===== src/rtl/cpu_sequencer_pkg.sv =====
// Shared encodings for the CPU sequencer: FSM states, opcodes and the
// datapath mux-select values the control unit drives.
package cpu_sequencer_pkg;

  typedef enum logic [2:0] {
    S_IDLE, S_FETCH, S_DECODE, S_MEMRD, S_MEMWR, S_EXEC, S_HALT
  } state_t;

  localparam logic [3:0] OP_NOP  = 4'd0;
  localparam logic [3:0] OP_LDA  = 4'd1;
  localparam logic [3:0] OP_STA  = 4'd2;
  localparam logic [3:0] OP_MOVR = 4'd3;
  localparam logic [3:0] OP_MOVA = 4'd4;
  localparam logic [3:0] OP_ADD  = 4'd5;
  localparam logic [3:0] OP_SUB  = 4'd6;
  localparam logic [3:0] OP_ADDM = 4'd7;
  localparam logic [3:0] OP_HALT = 4'd8;

  localparam logic       ALU_ADD  = 1'b0;
  localparam logic       ALU_SUB  = 1'b1;
  localparam logic       U8_REG   = 1'b0;
  localparam logic       U8_MBR   = 1'b1;
  localparam logic [1:0] U9_MUX2  = 2'd0;
  localparam logic [1:0] U9_MBR   = 2'd1;
  localparam logic [1:0] U9_ALU   = 2'd2;

  // Everything above HALT is unassigned opcode space.
  function automatic logic is_illegal(input logic [3:0] op);
    return op > OP_HALT;
  endfunction

endpackage


===== src/rtl/cpu_sequencer_if.sv =====
// Control bus between the sequencer and the datapath.
//   ir, mem_ack          : datapath -> sequencer (IR contents, RAM done)
//   read_rom..load_acc   : datapath strobes
//   load_reg_a..d        : register-file write enables
//   alu_sel, mux_sel_u7/u8/u9 : datapath selects
interface cpu_sequencer_if;
  import cpu_sequencer_pkg::*;

  logic [7:0] ir;
  logic       mem_ack;
  logic       read_rom, inc_pc, load_ir, load_mar;
  logic       read_ram, write_ram, load_mbr, load_acc;
  logic       load_reg_a, load_reg_b, load_reg_c, load_reg_d;
  logic       alu_sel;
  logic [1:0] mux_sel_u7;
  logic       mux_sel_u8;
  logic [1:0] mux_sel_u9;

  modport master (
    input  ir, mem_ack,
    output read_rom, inc_pc, load_ir, load_mar, read_ram, write_ram, load_mbr,
           load_acc, load_reg_a, load_reg_b, load_reg_c, load_reg_d,
           alu_sel, mux_sel_u7, mux_sel_u8, mux_sel_u9
  );

  modport slave (
    output ir, mem_ack,
    input  read_rom, inc_pc, load_ir, load_mar, read_ram, write_ram, load_mbr,
           load_acc, load_reg_a, load_reg_b, load_reg_c, load_reg_d,
           alu_sel, mux_sel_u7, mux_sel_u8, mux_sel_u9
  );
endinterface


===== src/rtl/cpu_sequencer_instr_counter.sv =====
// Retired-instruction counter; wraps silently at 2^W.
//   clk, rst (async, active low), en (count this cycle), count
module instr_counter #(
  parameter int W = 8
) (
  input  logic         clk,
  input  logic         rst,
  input  logic         en,
  output logic [W-1:0] count
);
  always_ff @(posedge clk or negedge rst) begin
    if (!rst)    count <= '0;
    else if (en) count <= count + 1'b1;
  end
endmodule


===== src/rtl/cpu_sequencer.sv =====
// Multi-cycle CPU control unit: fetch/decode/memory/execute sequencing.
//   clk, rst (async, active low), run (level start/continue)
//   bus     : control bus (ir, mem_ack in; strobes and selects out)
//   busy    : executing an instruction (not IDLE / HALT)
//   halted  : HALT reached, only reset leaves it
//   illegal : one-cycle pulse when an unassigned opcode is decoded
//   retired : completed-instruction count (8-bit, wraps)
module cpu_sequencer
  import cpu_sequencer_pkg::*;
(
  input  logic            clk,
  input  logic            rst,
  input  logic            run,
  cpu_sequencer_if.master bus,
  output logic            busy,
  output logic            halted,
  output logic            illegal,
  output logic [7:0]      retired
);
  state_t     state, state_nxt, done_st;
  logic [3:0] op;
  logic [1:0] rsel;
  logic [3:0] load_reg;
  logic       retire;
  logic       read_rom, inc_pc, load_ir, load_mar;
  logic       read_ram, write_ram, load_mbr, load_acc;
  logic       alu_sel, u8;
  logic [1:0] u7, u9;
  logic       unused_ir;

  assign op        = bus.ir[7:4];
  assign rsel      = bus.ir[1:0];
  assign unused_ir = ^bus.ir[3:2];

  // Once an instruction completes, run decides whether to keep going.
  assign done_st = run ? S_FETCH : S_IDLE;

  always_ff @(posedge clk or negedge rst) begin
    if (!rst) state <= S_IDLE;
    else      state <= state_nxt;
  end

  always_comb begin
    state_nxt = state;
    retire    = 1'b0;
    read_rom  = 1'b0; inc_pc    = 1'b0; load_ir  = 1'b0; load_mar = 1'b0;
    read_ram  = 1'b0; write_ram = 1'b0; load_mbr = 1'b0; load_acc = 1'b0;
    load_reg  = 4'b0000;
    alu_sel   = ALU_ADD;
    u7        = 2'd0;
    u8        = U8_REG;
    u9        = U9_MUX2;
    illegal   = 1'b0;
    halted    = 1'b0;
    busy      = 1'b1;
    case (state)
      S_IDLE: begin
        busy = 1'b0;
        if (run) state_nxt = S_FETCH;
      end
      S_FETCH: begin
        read_rom  = 1'b1;
        load_ir   = 1'b1;
        inc_pc    = 1'b1;
        state_nxt = S_DECODE;
      end
      S_DECODE: begin
        case (op)
          OP_LDA, OP_ADDM: begin load_mar = 1'b1; state_nxt = S_MEMRD; end
          OP_STA:          begin load_mar = 1'b1; state_nxt = S_MEMWR; end
          OP_MOVR, OP_MOVA, OP_ADD, OP_SUB: state_nxt = S_EXEC;
          OP_NOP:          begin retire = 1'b1; state_nxt = done_st; end
          OP_HALT:         state_nxt = S_HALT;
          default: begin
            illegal   = is_illegal(op);
            retire    = 1'b1;
            state_nxt = done_st;
          end
        endcase
      end
      S_MEMRD: begin
        read_ram = 1'b1;
        if (bus.mem_ack) begin
          load_mbr  = 1'b1;
          state_nxt = S_EXEC;
        end
      end
      S_MEMWR: begin
        write_ram = 1'b1;
        if (bus.mem_ack) begin
          retire    = 1'b1;
          state_nxt = done_st;
        end
      end
      S_EXEC: begin
        case (op)
          OP_LDA:  begin load_acc = 1'b1; u8 = U8_MBR; u9 = U9_MBR; end
          OP_ADDM: begin load_acc = 1'b1; u8 = U8_MBR; u9 = U9_ALU; end
          OP_MOVR: begin load_acc = 1'b1; u7 = rsel; end
          OP_MOVA: load_reg = 4'b0001 << rsel;
          OP_ADD, OP_SUB: begin
            load_acc = 1'b1;
            u7       = rsel;
            u9       = U9_ALU;
            alu_sel  = (op == OP_SUB) ? ALU_SUB : ALU_ADD;
          end
          default: ;
        endcase
        retire    = 1'b1;
        state_nxt = done_st;
      end
      S_HALT: begin
        busy   = 1'b0;
        halted = 1'b1;
      end
      default: begin
        busy      = 1'b0;
        state_nxt = S_IDLE;
      end
    endcase
  end

  assign bus.read_rom   = read_rom;
  assign bus.inc_pc     = inc_pc;
  assign bus.load_ir    = load_ir;
  assign bus.load_mar   = load_mar;
  assign bus.read_ram   = read_ram;
  assign bus.write_ram  = write_ram;
  assign bus.load_mbr   = load_mbr;
  assign bus.load_acc   = load_acc;
  assign bus.load_reg_a = load_reg[0];
  assign bus.load_reg_b = load_reg[1];
  assign bus.load_reg_c = load_reg[2];
  assign bus.load_reg_d = load_reg[3];
  assign bus.alu_sel    = alu_sel;
  assign bus.mux_sel_u7 = u7;
  assign bus.mux_sel_u8 = u8;
  assign bus.mux_sel_u9 = u9;

  instr_counter #(.W(8)) u_retired (
    .clk   (clk),
    .rst   (rst),
    .en    (retire),
    .count (retired)
  );
endmodule


===== src/flat_wrapper.sv =====
// flat-port wrapper written by rule: the top's interface ports become plain ports
module cpu_sequencer_flat import cpu_sequencer_pkg::*;
  (clk, rst, run, busy, halted, illegal, retired, bus_ir, bus_mem_ack, bus_read_rom, bus_inc_pc, bus_load_ir, bus_load_mar, bus_read_ram, bus_write_ram, bus_load_mbr, bus_load_acc, bus_load_reg_a, bus_load_reg_b, bus_load_reg_c, bus_load_reg_d, bus_alu_sel, bus_mux_sel_u7, bus_mux_sel_u8, bus_mux_sel_u9);
  cpu_sequencer_if bus_i ();
  input  logic clk;
  input  logic rst;
  input  logic run;
  output logic busy;
  output logic halted;
  output logic illegal;
  output logic [7:0] retired;
  input wire logic [$bits(bus_i.ir)-1:0] bus_ir;
  input wire logic [$bits(bus_i.mem_ack)-1:0] bus_mem_ack;
  output wire logic [$bits(bus_i.read_rom)-1:0] bus_read_rom;
  output wire logic [$bits(bus_i.inc_pc)-1:0] bus_inc_pc;
  output wire logic [$bits(bus_i.load_ir)-1:0] bus_load_ir;
  output wire logic [$bits(bus_i.load_mar)-1:0] bus_load_mar;
  output wire logic [$bits(bus_i.read_ram)-1:0] bus_read_ram;
  output wire logic [$bits(bus_i.write_ram)-1:0] bus_write_ram;
  output wire logic [$bits(bus_i.load_mbr)-1:0] bus_load_mbr;
  output wire logic [$bits(bus_i.load_acc)-1:0] bus_load_acc;
  output wire logic [$bits(bus_i.load_reg_a)-1:0] bus_load_reg_a;
  output wire logic [$bits(bus_i.load_reg_b)-1:0] bus_load_reg_b;
  output wire logic [$bits(bus_i.load_reg_c)-1:0] bus_load_reg_c;
  output wire logic [$bits(bus_i.load_reg_d)-1:0] bus_load_reg_d;
  output wire logic [$bits(bus_i.alu_sel)-1:0] bus_alu_sel;
  output wire logic [$bits(bus_i.mux_sel_u7)-1:0] bus_mux_sel_u7;
  output wire logic [$bits(bus_i.mux_sel_u8)-1:0] bus_mux_sel_u8;
  output wire logic [$bits(bus_i.mux_sel_u9)-1:0] bus_mux_sel_u9;
  assign bus_i.ir = bus_ir;
  assign bus_i.mem_ack = bus_mem_ack;
  assign bus_read_rom = bus_i.read_rom;
  assign bus_inc_pc = bus_i.inc_pc;
  assign bus_load_ir = bus_i.load_ir;
  assign bus_load_mar = bus_i.load_mar;
  assign bus_read_ram = bus_i.read_ram;
  assign bus_write_ram = bus_i.write_ram;
  assign bus_load_mbr = bus_i.load_mbr;
  assign bus_load_acc = bus_i.load_acc;
  assign bus_load_reg_a = bus_i.load_reg_a;
  assign bus_load_reg_b = bus_i.load_reg_b;
  assign bus_load_reg_c = bus_i.load_reg_c;
  assign bus_load_reg_d = bus_i.load_reg_d;
  assign bus_alu_sel = bus_i.alu_sel;
  assign bus_mux_sel_u7 = bus_i.mux_sel_u7;
  assign bus_mux_sel_u8 = bus_i.mux_sel_u8;
  assign bus_mux_sel_u9 = bus_i.mux_sel_u9;
  cpu_sequencer u_core (.clk(clk), .rst(rst), .run(run), .bus(bus_i), .busy(busy), .halted(halted), .illegal(illegal), .retired(retired));
endmodule

===== config.mk =====
export PLATFORM = sky130hd
export DESIGN_NAME = cpu_sequencer_flat
export DESIGN_NICKNAME = d
export VERILOG_FILES = /design/src/rtl/cpu_sequencer_pkg.sv /design/src/rtl/cpu_sequencer_if.sv /design/src/rtl/cpu_sequencer_instr_counter.sv /design/src/rtl/cpu_sequencer.sv /design/src/flat_wrapper.sv
export SDC_FILE = /design/constraint.sdc
export NUM_CORES = 1
export LEC_CHECK = 0
export ABC_CLOCK_PERIOD_IN_PS = 4300
export CAP_MARGIN = 15
export CORE_MARGIN = 2
export CORE_UTILIZATION = 35
export CTS_CLUSTER_SIZE = 20
export DETAILED_ROUTE_END_ITERATION = 12
export GPL_ROUTABILITY_DRIVEN = 0
export PLACE_DENSITY = 0.78
export SETUP_SLACK_MARGIN = 0.4
export SLEW_MARGIN = 10
export SYNTH_ARGS = -nofsm -noshare
export SYNTH_HDL_FRONTEND = slang
export SYNTH_SLANG_ARGS = --single-unit

===== constraint.sdc =====
create_clock -name clk -period 4.3 [get_ports clk]
set_input_delay 1.075 -clock clk [delete_from_list [all_inputs] [get_ports clk]]
set_output_delay 1.075 -clock clk [all_outputs]
set_load 0.01 [all_outputs]

[After elaboration in Yosys (flattened, before gate mapping)]
Cells that the tools add are included.
Storage, ports and cells
  flip-flop bits (word level): 11
  output and inout port bits: 29
  word-level logic and storage cells: 68
Cells by class
  add/subtract/negate cells: 1
  order comparisons: 1
  equal/unequal tests: 17
  shift-type cells: 1
  mux-type cells: 32
  bitwise logic cells: 1
  reductions and logical operators: 13
Operators with widths (count)
  case mux 3 bit (7 select lines): 1
  two-way mux 1 bit: 20
  equality test 4 x 3 -> 1 bit, second input constant: 4
  case mux 3 bit (4 select lines): 1
  OR reduction 5 bit: 2
  equality test 3 bit, second input constant: 3
  two-way mux 3 bit: 3
  OR reduction 3 bit: 3
  OR reduction 9 bit: 1
  adder 8 x 1 -> 8 bit, second input constant: 1
  equality test 4 x 2 -> 1 bit, second input constant: 2
  two-way mux 4 bit: 2
  OR reduction 8 bit: 1
  equality test 3 x 2 -> 1 bit, second input constant: 2
  two-way mux 2 bit: 3
  != test 2 bit, second input constant: 3
  equality test 4 x 1 -> 1 bit, second input constant: 1
  equality test 4 bit, second input constant: 1
  greater-than comparator 4 bit, second input constant: 1
  logical NOT 4 bit: 1
  case mux 2 bit (2 select lines): 1
  AND reduction 4 bit: 1
  OR reduction 2 bit: 2
  OR reduction 4 bit: 1
  other kinds (5): 5

[Logic depth before layout (Yosys ltp)]
Gate-level depths: netlist of run 1.
  word-level depth: 4
  depth in mapped cells: 5
  depth with buffers taken out: 5

[Cells and area by module]
Synthesis of run 1 repeated with hierarchy kept, for this count alone.
Second synthesis, totals
  cell total of the unflattened synthesis: 107
  area total of the unflattened synthesis: 875.8 um^2
By module, submodules not included
  cpu_sequencer: instances 1, cells an instance 81, area each 538.0 um^2
  instr_counter: instances 1, cells an instance 26, area each 337.8 um^2

[Worst setup path after synthesis of run 1]
No wires, ideal clock.
  kind: input to output
  start: in bus_ir[7]
  end: out bus_load_reg_c
  arrival: 2.162 ns
  slack: 1.063 ns
  stages: 4
  path buffers: 1
  cells stage by stage: buf_2 nor4bb_1 nand3_1 nor3b_1
On the way
  cells in the longest elaborated chain, start to end: 3
Ends and longest elaborated chain
  start, declared: line flat_wrapper.sv:12  | input wire logic [$bits(bus_i.ir)-1:0] bus_ir;
  equality test 4 x 3 -> 1 bit: line cpu_sequencer.sv:96  | case (op)
  two-way mux 4 bit: line cpu_sequencer.sv:96
  two-way mux 4 bit: line cpu_sequencer.sv:56  | case (state)
  end, declared: line flat_wrapper.sv:24  | output wire logic [$bits(bus_i.load_reg_c)-1:0] bus_load_reg_c;
No other way between the ends.

[Final worst setup path of run 1]
  start: in bus_ir[7]
  end: out bus_load_reg_d
On the way
  cells in the longest elaborated chain, start to end: 3
Ends and longest elaborated chain
  equality test 4 x 3 -> 1 bit: line cpu_sequencer.sv:96
  two-way mux 4 bit: line cpu_sequencer.sv:96
  two-way mux 4 bit: line cpu_sequencer.sv:56
  end, declared: line flat_wrapper.sv:25  | output wire logic [$bits(bus_i.load_reg_d)-1:0] bus_load_reg_d;
No other way between the ends.

==> results.yml, run 1 <==
yosys:
  synth_warnings: 0
  ys_ff_latch: 11
  synth_common_cells: "nor2_1 (14), dfrtp_1 (11), xnor2_1 (9), a21oi_1 (7), nand2_1 (7)"
  synth_area_per_cell_um2: 8.139
  yosysMostFrequentCell: "nor2_1"
  syn-cell-area_um2: 870.8
  synthCells: 107
  async_flop_share_pct: 100.0
  yosys-top-cells-area: "dfrtp_1 (32%), xnor2_1 (9.1%), nor2_1 (6.0%)"
  synth.distinct_cells: 38
  synth_edf_count: 0
  yosysSeqAreaShare_pct: 31.61
  yosysTopAreaCell: "dfrtp_1"
  synth_top_area_share_pct: 31.61
  syn_nets: 120
  synth_flop_cell: "dfrtp_1"
worst_setup_path:
  worstSetupStartpoint: "bus_ir[7]"
  endpoint: "bus_load_reg_d"
  critPathBufInv: 2
  startpoint_type: "input port"
  rr_endpoint: "u_core.u_retired.count[1]"
  crit_path_end_kind: "output port"
  path_max_fanout: 3
  slowest_stage: "clkdlybuf4s50_1"
  slowest_delay_ns: 0.53
  worst_ep_required_time_ns: 3.22
  path_cells: "dlygate4sd2_1 -> nor4bb_4 -> nand2_1 -> nor3_1 -> and3_1 -> clkdlybuf4s50_1"
  reg2regPathDepth: 4
  r2r_slack_ns: 2.54
  crit_family: "buffers and inverters"
  cp_data_arrival_time_ns: 2.69
  cp.depth: 6
  worstSetupPathType: "in2out"
  reg2reg_from: "u_core.state[1]"
finish:
  final_cells: 173
  drive_above_1_share_pct: 9.790
  n_antenna_cell: 0
  area_growth_pct: 50.72
  final_net_count: 157
die:
  core_area_um2: 2410
  dieArea_um2: 2903
  io_pins: 41
  num_rows: 18
  initial_core_util_pct: 36.14
  chipWidth_um: 53.88
  die_h_um: 53.88
global_routing:
  grt_first_pass_wirelength_mm: 3.408
  grt.total_usage_pct: 15.77
  grt_pass1_vias: 797
  grt-ovfl-total: 0
  grt_max_degree: 15
  antenna_found_initial: 0
sta:
  final_max_slew_viol_count: 0
  fin_ws_ns: 0.5384
  finalHoldViolCount: 0
  tns_ns: 0
  finalCritPeriodShare_pct: 87.48
  tightest_slew_ns: 0.4959
  min_period_ns: 3.762
  worst_clock_skew_ns: 0.002013
  setup-violations-final: 0
  rsz0062_at_grt: "no"
  max-slew-margin-rel_pct: 66.83
  fmax_mhz: 265.8
pwr:
  cellPowerDensity_nw_per_um2: 480.7
  ir_drop_mv: 0.3822
  leakagePower_nw: 0.5532
drt:
  vias_per_cell: 5.156
  via_count: 892
  firstDrtPassIters: 4
  drtAntennaViolNets: 0
  drt_wl_total_mm: 2.154
  drc: 0
  drtIter0Drc: 12
  routedWlPerCell_um: 12.45
cts:
  htree_levels: 1
  cts_tree: "yes"
  cts_buffers: 3
  clkLatencyLatePin_ns: 0.27
  cts-root-buf: "clkbuf_4"
  ctsLongestPathBuffers: 2
  clkSinkCount: 11
  path_clk_slew_ns: 0.07
outcome:
  status: "finished, final reports clean"
placement:
  dp_cells: 169
  place_ws_ns: 0.1885
  portBuffers: 38
  hpwl_mm: 1.643
flow_run:
  maxCapViolations: 0
worst_hold_path:
  holdCritPathClass: "reg2reg"
[stage by stage]
stage / utilization (%) / cell area, µm² / hold WS (ns) / total power [W]
detailed placement: 52.60 / 1267 / 0.4744 / 0.0005565
global route: 54.47 / 1313 / 0.5244 / 0.0006821
global placement: 52.60 / 1267 / 0.4623 / 0.0005481
CTS: 54.26 / 1308 / 0.4836 / 0.0006371
floorplan: - / 870.8 / 0.5084 / 0.0004032
finish: 54.47 / 1313 / 0.4828 / 0.0006310
[final cells by class]
cell class,count,area (µm²)
multi-input cells,83,555.5
inverters,4,15.01
well taps,30,37.54
clock buffers,4,26.28
fillers,227,1097
flip-flops and latches,11,275.3
repair buffers,41,402.9
[flip-flops by register name (all words and copies together), names as in the netlist]
signal                  count
u_core.u_retired.count      8
u_core.state                3
[how the worst min path moves through the flow]
stage               slack (ns)                   endpoint  cells past startpoint                      start
floorplan                 0.51  u_core.u_retired.count[7]                      1  u_core.u_retired.count[7]
global placement          0.46  u_core.u_retired.count[7]                      1  u_core.u_retired.count[7]
detailed placement        0.47  u_core.u_retired.count[7]                      1  u_core.u_retired.count[7]
CTS                       0.48  u_core.u_retired.count[7]                      1  u_core.u_retired.count[7]
global route              0.52  u_core.u_retired.count[7]                      1  u_core.u_retired.count[7]
finish                    0.48  u_core.u_retired.count[7]                      1  u_core.u_retired.count[7]
[metal layers]
metal	vias up	routed length [µm]	global-route usage, %
met5	-	0	0
met4	0	38	7.692
met3	4	175	2.500
met2	42	962	25.41
met1	405	977	20.38
li1	441	-	-
[what timing repair did]
action                                  in CTS  in global routing
hold buffers                                 0                  0
endpoints found under the setup margin      11                  2
resized for setup                            7                  2
setup buffers                                0                  0
[cells in the final DEF (no fill, tap or decap), drive strengths merged, types with 2 or more instances in the layout]
cell / n
clkdlybuf4s50: 32
nor2: 16
dfrtp: 11
xnor2: 9
a21oi: 8
nand2: 7
nor3: 6
inv: 4
nor3b: 4
o21ai: 4
dlygate4sd2: 4
clkbuf: 4
nand3: 3
buf: 3
nand2b: 2
and2: 2
and3: 2
dlymetal6s2s: 2
o31ai: 2
[power breakdown]
part / total [W] / internal (W) / leakage (nW) / switching, W
Sequential: 0.000210 / 0.000143 / 0.137 / 0.0000673
Clock: 0.0000692 / 0.0000359 / 0.0150 / 0.0000333
Combinational: 0.000352 / 0.000198 / 0.401 / 0.000154
[cells by family after synthesis]
family	synth area share (%)
DFF	31.61
xor gates and xnor gates	10.06
AOI/OAI and AO/OA	18.82
muxes	2.873
adders and majority gates	1.437
and+or+nand+nor	28.45
buffers and inverters	6.752
No activity file was read; power rests on OpenSTA's default activity.
==> run 2, diff against run 1 <==
--- a/config.mk
+++ b/config.mk
@@ -5,7 +5,7 @@
 export SDC_FILE = /design/constraint.sdc
 export NUM_CORES = 1
 export LEC_CHECK = 0
-export ABC_CLOCK_PERIOD_IN_PS = 4300
+export ABC_CLOCK_PERIOD_IN_PS = 4400
 export CAP_MARGIN = 15
 export CORE_MARGIN = 2
 export CORE_UTILIZATION = 35
@@ -13,6 +13,7 @@
 export DETAILED_ROUTE_END_ITERATION = 12
 export GPL_ROUTABILITY_DRIVEN = 0
 export PLACE_DENSITY = 0.78
+export RECOVER_POWER = 50
 export SETUP_SLACK_MARGIN = 0.4
 export SLEW_MARGIN = 10
 export SYNTH_ARGS = -nofsm -noshare
==> constraint.sdc (replaced) <==
create_clock -name clk -period 4.4 [get_ports clk]
set_input_delay 1.1 -clock clk [delete_from_list [all_inputs] [get_ports clk]]
set_output_delay 1.1 -clock clk [all_outputs]
set_load 0.01 [all_outputs]
==> run 2 against run 1 <==
Clock skew increased by 0.0030 ns. Count of clock-buffer cells in the layout unchanged. Sequential power decreased by 3%. Power down 5.6%. Critical path depth unchanged. Final area is 1.8% lower. Flip-flop and latch count unchanged. Via count rose by 0.45%. Worst setup slack got worse by 0.038 ns. Die area stayed put. Routed wire length fell by 1.4%. Clock power down 4.0%. Critical path type unchanged. Largest power group unchanged.
==> results.yml, run 2 (same netlist as run 1, synthesis figures left out) <==
finish:
  area_growth_pct: 47.99
  reg_top3: "u_core.u_retired.count: 8 flops, u_core.state: 3 flops"
  final_cell_mix: "clkdlybuf4s50_1 (25), nor2_1 (15), dfrtp_1 (11), xnor2_1 (9), dlygate4sd3_1 (9)"
  nFillCells: 222
  largest_reg_flops: 8
  drive_above_1_share_pct: 6.993
  multi_input_area_um2: 536.8
  n_antenna_cell: 0
  final_net_count: 157
  seq_area_um2: 275.3
  utilization_pct: 53.48
  final_common_cell: "clkdlybuf4s50_1"
  largest_register: "u_core.u_retired.count"
sta:
  finalCritPeriodShare_pct: 88.63
  tightest_slew_ns: 0.4998
  min_period_ns: 3.900
  final_max_slew_viol_count: 0
  setup-violations-final: 0
  fmax_mhz: 256.4
  finalHoldViolCount: 0
  rsz0062_at_grt: "no"
  worst_clock_skew_ns: 0.005003
  fin_ws_ns: 0.5003
  tns_ns: 0
  max-slew-margin-rel_pct: 66.68
worst_setup_path:
  crit_path_end_kind: "output port"
  critPathBufInv: 3
  path_max_fanout: 9
  slowest_delay_ns: 0.53
  startpoint_type: "input port"
  worst_ep_required_time_ns: 3.30
  cp_data_arrival_time_ns: 2.80
  slowest_stage: "clkdlybuf4s50_1"
  worstSetupPathType: "in2out"
  crit_family: "buffers and inverters"
  r2r_slack_ns: 2.39
  path_cells: "dlygate4sd2_1 -> buf_4 -> or3_1 -> a21oi_2 -> and2_1 -> clkdlybuf4s50_1"
pwr:
  total_power_w: 0.0005958
  ir_drop_mv: 0.3501
  p_clk_share_pct: 11.1
  comb_power_share_pct: 54.7
  netSwitchingFraction_pct: 40.30
  seq_power_share_pct: 34.1
  switchingPower_w: 0.0002401
  p_int_w: 0.0003557
  cellPowerDensity_nw_per_um2: 462.3
  leakagePower_nw: 0.5300
cts:
  cts-root-buf: "clkbuf_4"
  cts_tree: "yes"
  cts_buffers: 3
  ctsLongestPathBuffers: 2
  cts_setup_buffers: 0
  clkSinkCount: 11
  clkLatencyLatePin_ns: 0.26
  htree_levels: 1
  path_clk_slew_ns: 0.07
flow_run:
  maxCapViolations: 0
placement:
  hpwl_mm: 1.625
  portBuffers: 38
  place_ws_ns: 0.2217
global_routing:
  grt_max_degree: 15
  antenna_found_initial: 0
  grt.total_usage_pct: 14.83
  grt_pass1_vias: 779
  grt_first_pass_wirelength_mm: 3.291
  grt-ovfl-total: 0
die:
  initial_core_util_pct: 36.14
  chipWidth_um: 53.88
  io_pins: 41
  die_h_um: 53.88
  core_area_um2: 2410
  dieArea_um2: 2903
  num_rows: 18
drt:
  drtAntennaViolNets: 0
  dr_wl_met3_um: 156
  drtIter0Drc: 13
  via_count: 896
  routedWlPerCell_um: 12.27
  dr_wl_met2_um: 975
  wl_met1_um: 976
  drt_wl_total_mm: 2.123
  firstDrtPassIters: 4
  highest_layer: "met4"
  drc: 0
  vias_per_cell: 5.179
outcome:
  status: "finished, final reports clean"
worst_hold_path:
  holdCritPathClass: "reg2reg"
run 2: changes by cell type in the layout (fill, tap and decap cells not counted), sizes merged:
cell           previous run  this run
dlymetal6s2s              2         1
dlygate4sd2               4         3
dlygate4sd3               0         9
clkdlybuf4s50            32        25
clkbuf                    4         5
buf                       3         2
run 2: per-stage QoR:
| stage | cell area [µm²] | hold slack, ns | cells |
|---|---|---|---|
| after floorplan | 870.8 | 0.5084 | 107 |
| after global placement | 1267 | 0.4623 | 169 |
| after detailed placement | 1267 | 0.4710 | 169 |
| after CTS | 1309 | 0.4839 | 173 |
| after global routing | 1289 | 0.5041 | 173 |
| final | 1289 | 0.4748 | 173 |
run 2: area by class of cell:
cell class                      count  area share, %
Inverter                            4          1.165
Tap cell                           30          2.913
Multi-Input combinational cell     83          41.65
Sequential cell                    11          21.36
Clock buffer                        4          2.039
Timing Repair Buffer               41          30.87
run 2: timing repair:
action	CTS	global route
hold buffers	0	0
setup endpoints to repair	9	7
gates resized for setup	6	1
gates cloned	0	0
run 2: final timing paths:
| path | from | end | cells past startpoint |
|---|---|---|---|
| max in group asynchronous | rst | u_core.u_retired.count[2] | 1 |
| min in group asynchronous | rst | u_core.u_retired.count[5] | 1 |
| max reg2reg | u_core.state[1] | u_core.u_retired.count[1] | 4 |
| min reg2reg | u_core.u_retired.count[7] | u_core.u_retired.count[7] | 1 |
| max | bus_ir[7] | bus_mux_sel_u7[0] | 6 |
| min | u_core.u_retired.count[7] | u_core.u_retired.count[7] | 1 |
run 2: power by group through the flow:
stage	clock network, W	registers (W)	logic (W)
after global placement	0	0.000199	0.000336
after CTS	0.0000689	0.000203	0.000347
final	0.0000664	0.000203	0.000326
after global routing	0.0000736	0.000209	0.000362
after detailed placement	0	0.000202	0.000340
after floorplan	0	0.000182	0.000212
run 2: per-layer routing:
metal / track usage, % / up-vias
met5: 0 / -
met4: 3.846 / 0
met3: 2.222 / 2
met2: 25.61 / 35
met1: 19.15 / 411
li1: - / 448
run 2: worst reg2reg max path, stage by stage (launching register included):
cell and delay (ns):
dfrtp_1 0.56, or3b_1 0.44, a21oi_1 0.43, nor2_1 0.16, mux2_4 0.32
==> RTL edit (settings of run 2) <==
Remove the case item `OP_MOVA` of the case on `op`.
--- a/src/rtl/cpu_sequencer.sv
+++ b/src/rtl/cpu_sequencer.sv
@@ -98,5 +98,4 @@
           OP_ADDM: begin load_acc = 1'b1; u8 = U8_MBR; u9 = U9_ALU; end
           OP_MOVR: begin load_acc = 1'b1; u7 = rsel; end
-          OP_MOVA: load_reg = 4'b0001 << rsel;
           OP_ADD, OP_SUB: begin
             load_acc = 1'b1;
Formal check against the unedited RTL: not equivalent (a bounded check fails within 4 cycles, from zero or initial values and one cycle with rst low).
==> RTL edit against run 2 <==
- power shrank 5.1%
- routed wire length shrank 11%
- critical path depth is the same
- sequential power grew 2%
- worst setup slack lost 0.091 ns
- area after synthesis shrank 2.6%
- design area shrank 8.7%
- register-to-register slack lost 0.07 ns
- sequential cell count is the same
- count of clock-buffer cells in the layout is the same
- critical endpoint is now bus_mux_sel_u7[1]
==> RTL edit: results (changes against run 2) <==
[detailed_routing]
first_iter_violations = 7  ; -6
firstDrtPassIters = 4  ; unchanged
wirelength_mm = 1.888  ; -11%
dr_total_vias = 808  ; -9.8%

[clock_network]
h-tree-depth = 1  ; unchanged
cts.reportedPaths.clkPinSlew_ns = 0.07  ; about the same
cts_buffer_depth = 2  ; unchanged
cts_resized = 2  ; -4
postCtsSetupRepairBufs = 0  ; unchanged
insertion_delay_ns = 0.27
cts-buffers-inserted = 3  ; unchanged
root_buffer = clkbuf_4

[placed_design]
placed_area_um2 = 1172  ; -7.5%
io_buffers = 34  ; -11%
hpwl_mm = 1.470  ; -9.5%

[critical_path]
worst-path-max-fanout = 8  ; -1
crit_path_top_delay_cell = clkdlybuf4s50_1
arrival_ns = 2.89  ; +0.09 ns

[sta]
setup_viol = 0  ; unchanged
skew_ns = 0.009568  ; +0.004565 ns
relSlewSlack_pct = 62.82  ; -3.9 points

[cells_and_area]
fillCellCount = 230  ; +3.6%
insertedDiodeCount = 0  ; unchanged
nets = 144  ; -8.3%
drive_gt1_share_pct = 6.154  ; -0.84 points
largestRegisters = u_core.u_retired.count: 8 flops, u_core.state: 3 flops

[grt]
grt_pass1_vias = 680  ; -13%
grt_usage_pct = 15.05  ; +0.21 points
antenna_found_initial = 0  ; unchanged
grt_first_pass_wirelength_mm = 3.084  ; -6.3%
grt_max_degree = 17  ; +2

[min_path]
hold_path_class = reg -> reg

[synthesis]
ys_top_cells_by_area = dfrtp_1, xnor2_1, buf_4, a21oi_1, o2111ai_1
ys_async_sr_fraction_pct = 100.0  ; unchanged
synthTopCellsByCount = dfrtp_1, nor2_1, a21oi_1, xnor2_1
ys_types = 39  ; +2.6%
yosysSeqAreaShare_pct = 32.45  ; +0.84 points
yosys_warnings = 0  ; unchanged

[power_and_ir_drop]
p_int_w = 0.0003353  ; -5.7%
irDropWorstVdd_v = 0.0003474  ; -0.76%
leakage_nw = 0.4780  ; -9.8%

[status]
outcome = finished, final reports clean

## RTL edit: changes by cell type after synthesis, sizes merged, moves of 2 or more
cell	change
clkbuf	-2
nor3b	-2
nand3	-2
o21ai	+3
nor2	-6
o2111ai	+3
xnor2	-2
buf	+5
and2	+2
nor3	-5
## RTL edit: final timing paths
kind                       cells past startpoint  slack, ns                   endpoint                      start
min in group asynchronous                      1       1.21  u_core.u_retired.count[4]                        rst
min reg2reg                                    1       0.47  u_core.u_retired.count[7]  u_core.u_retired.count[7]
max                                            6       0.41          bus_mux_sel_u7[1]                  bus_ir[5]
min                                            1       0.47  u_core.u_retired.count[7]  u_core.u_retired.count[7]
max reg2reg                                    4       2.32  u_core.u_retired.count[1]            u_core.state[1]
max in group asynchronous                      1       2.85            u_core.state[2]                        rst
## RTL edit: final cells by class
| cell class | count | area [um2] | share of cell area, % |
|---|---|---|---|
| Multi-Input combinational cell | 76 | 479.2 | 40.74 |
| Timing Repair Buffer | 36 | 349.1 | 29.68 |
| Sequential cell | 11 | 275.3 | 23.40 |
| Inverter | 3 | 11.26 | 0.9574 |
| Tap cell | 28 | 35.03 | 2.979 |
| Clock buffer | 4 | 26.28 | 2.234 |
## RTL edit: worst register-to-register path, delay by kind of cell (launching register included)
family	cells	cell delay, ns
multiplexers	1	0.33
AND/OR/NAND/NOR	2	0.62
AO/OA/AOI/OAI	1	0.47
flip-flops	1	0.55
## RTL edit: logic make-up after synthesis
kind of cell    after synthesis  synth area share, %
compound gates               26                20.95
xor+xnor                      8                8.260
fa+ha+maj                     1                1.475
buf+inv                      15                10.47
flops                        11                32.45
mux                           1                1.769
other cells                   1               0.4421
simple gates                 36                24.19
## RTL edit: stage by stage
step,instances,util [%],setup WS (ns)
5_1_grt,158,52.16,0.2618
3_5_place_dp,154,52.00,0.3553
3_3_place_gp,154,52.00,0.3737
4_1_cts,158,53.05,0.4369
2_1_floorplan,102,-,1.324
6_report,158,52.16,0.4091
## RTL edit: power groups by stage
stage	Combinational, W	Clock (W)	Sequential [W]
floorplan	0.000195	0	0.000183
global placement	0.000298	0	0.000206
global route	0.000315	0.0000790	0.000219
finish	0.000288	0.0000696	0.000208
detailed placement	0.000303	0	0.000210
CTS	0.000304	0.0000712	0.000208
## RTL edit: metal layers
metal | track usage (%) | wire (um)
met1 | 20.80 | 859
met2 | 21.60 | 904
met3 | 3.390 | 91
met4 | 7.692 | 33
met5 | 0 | 0
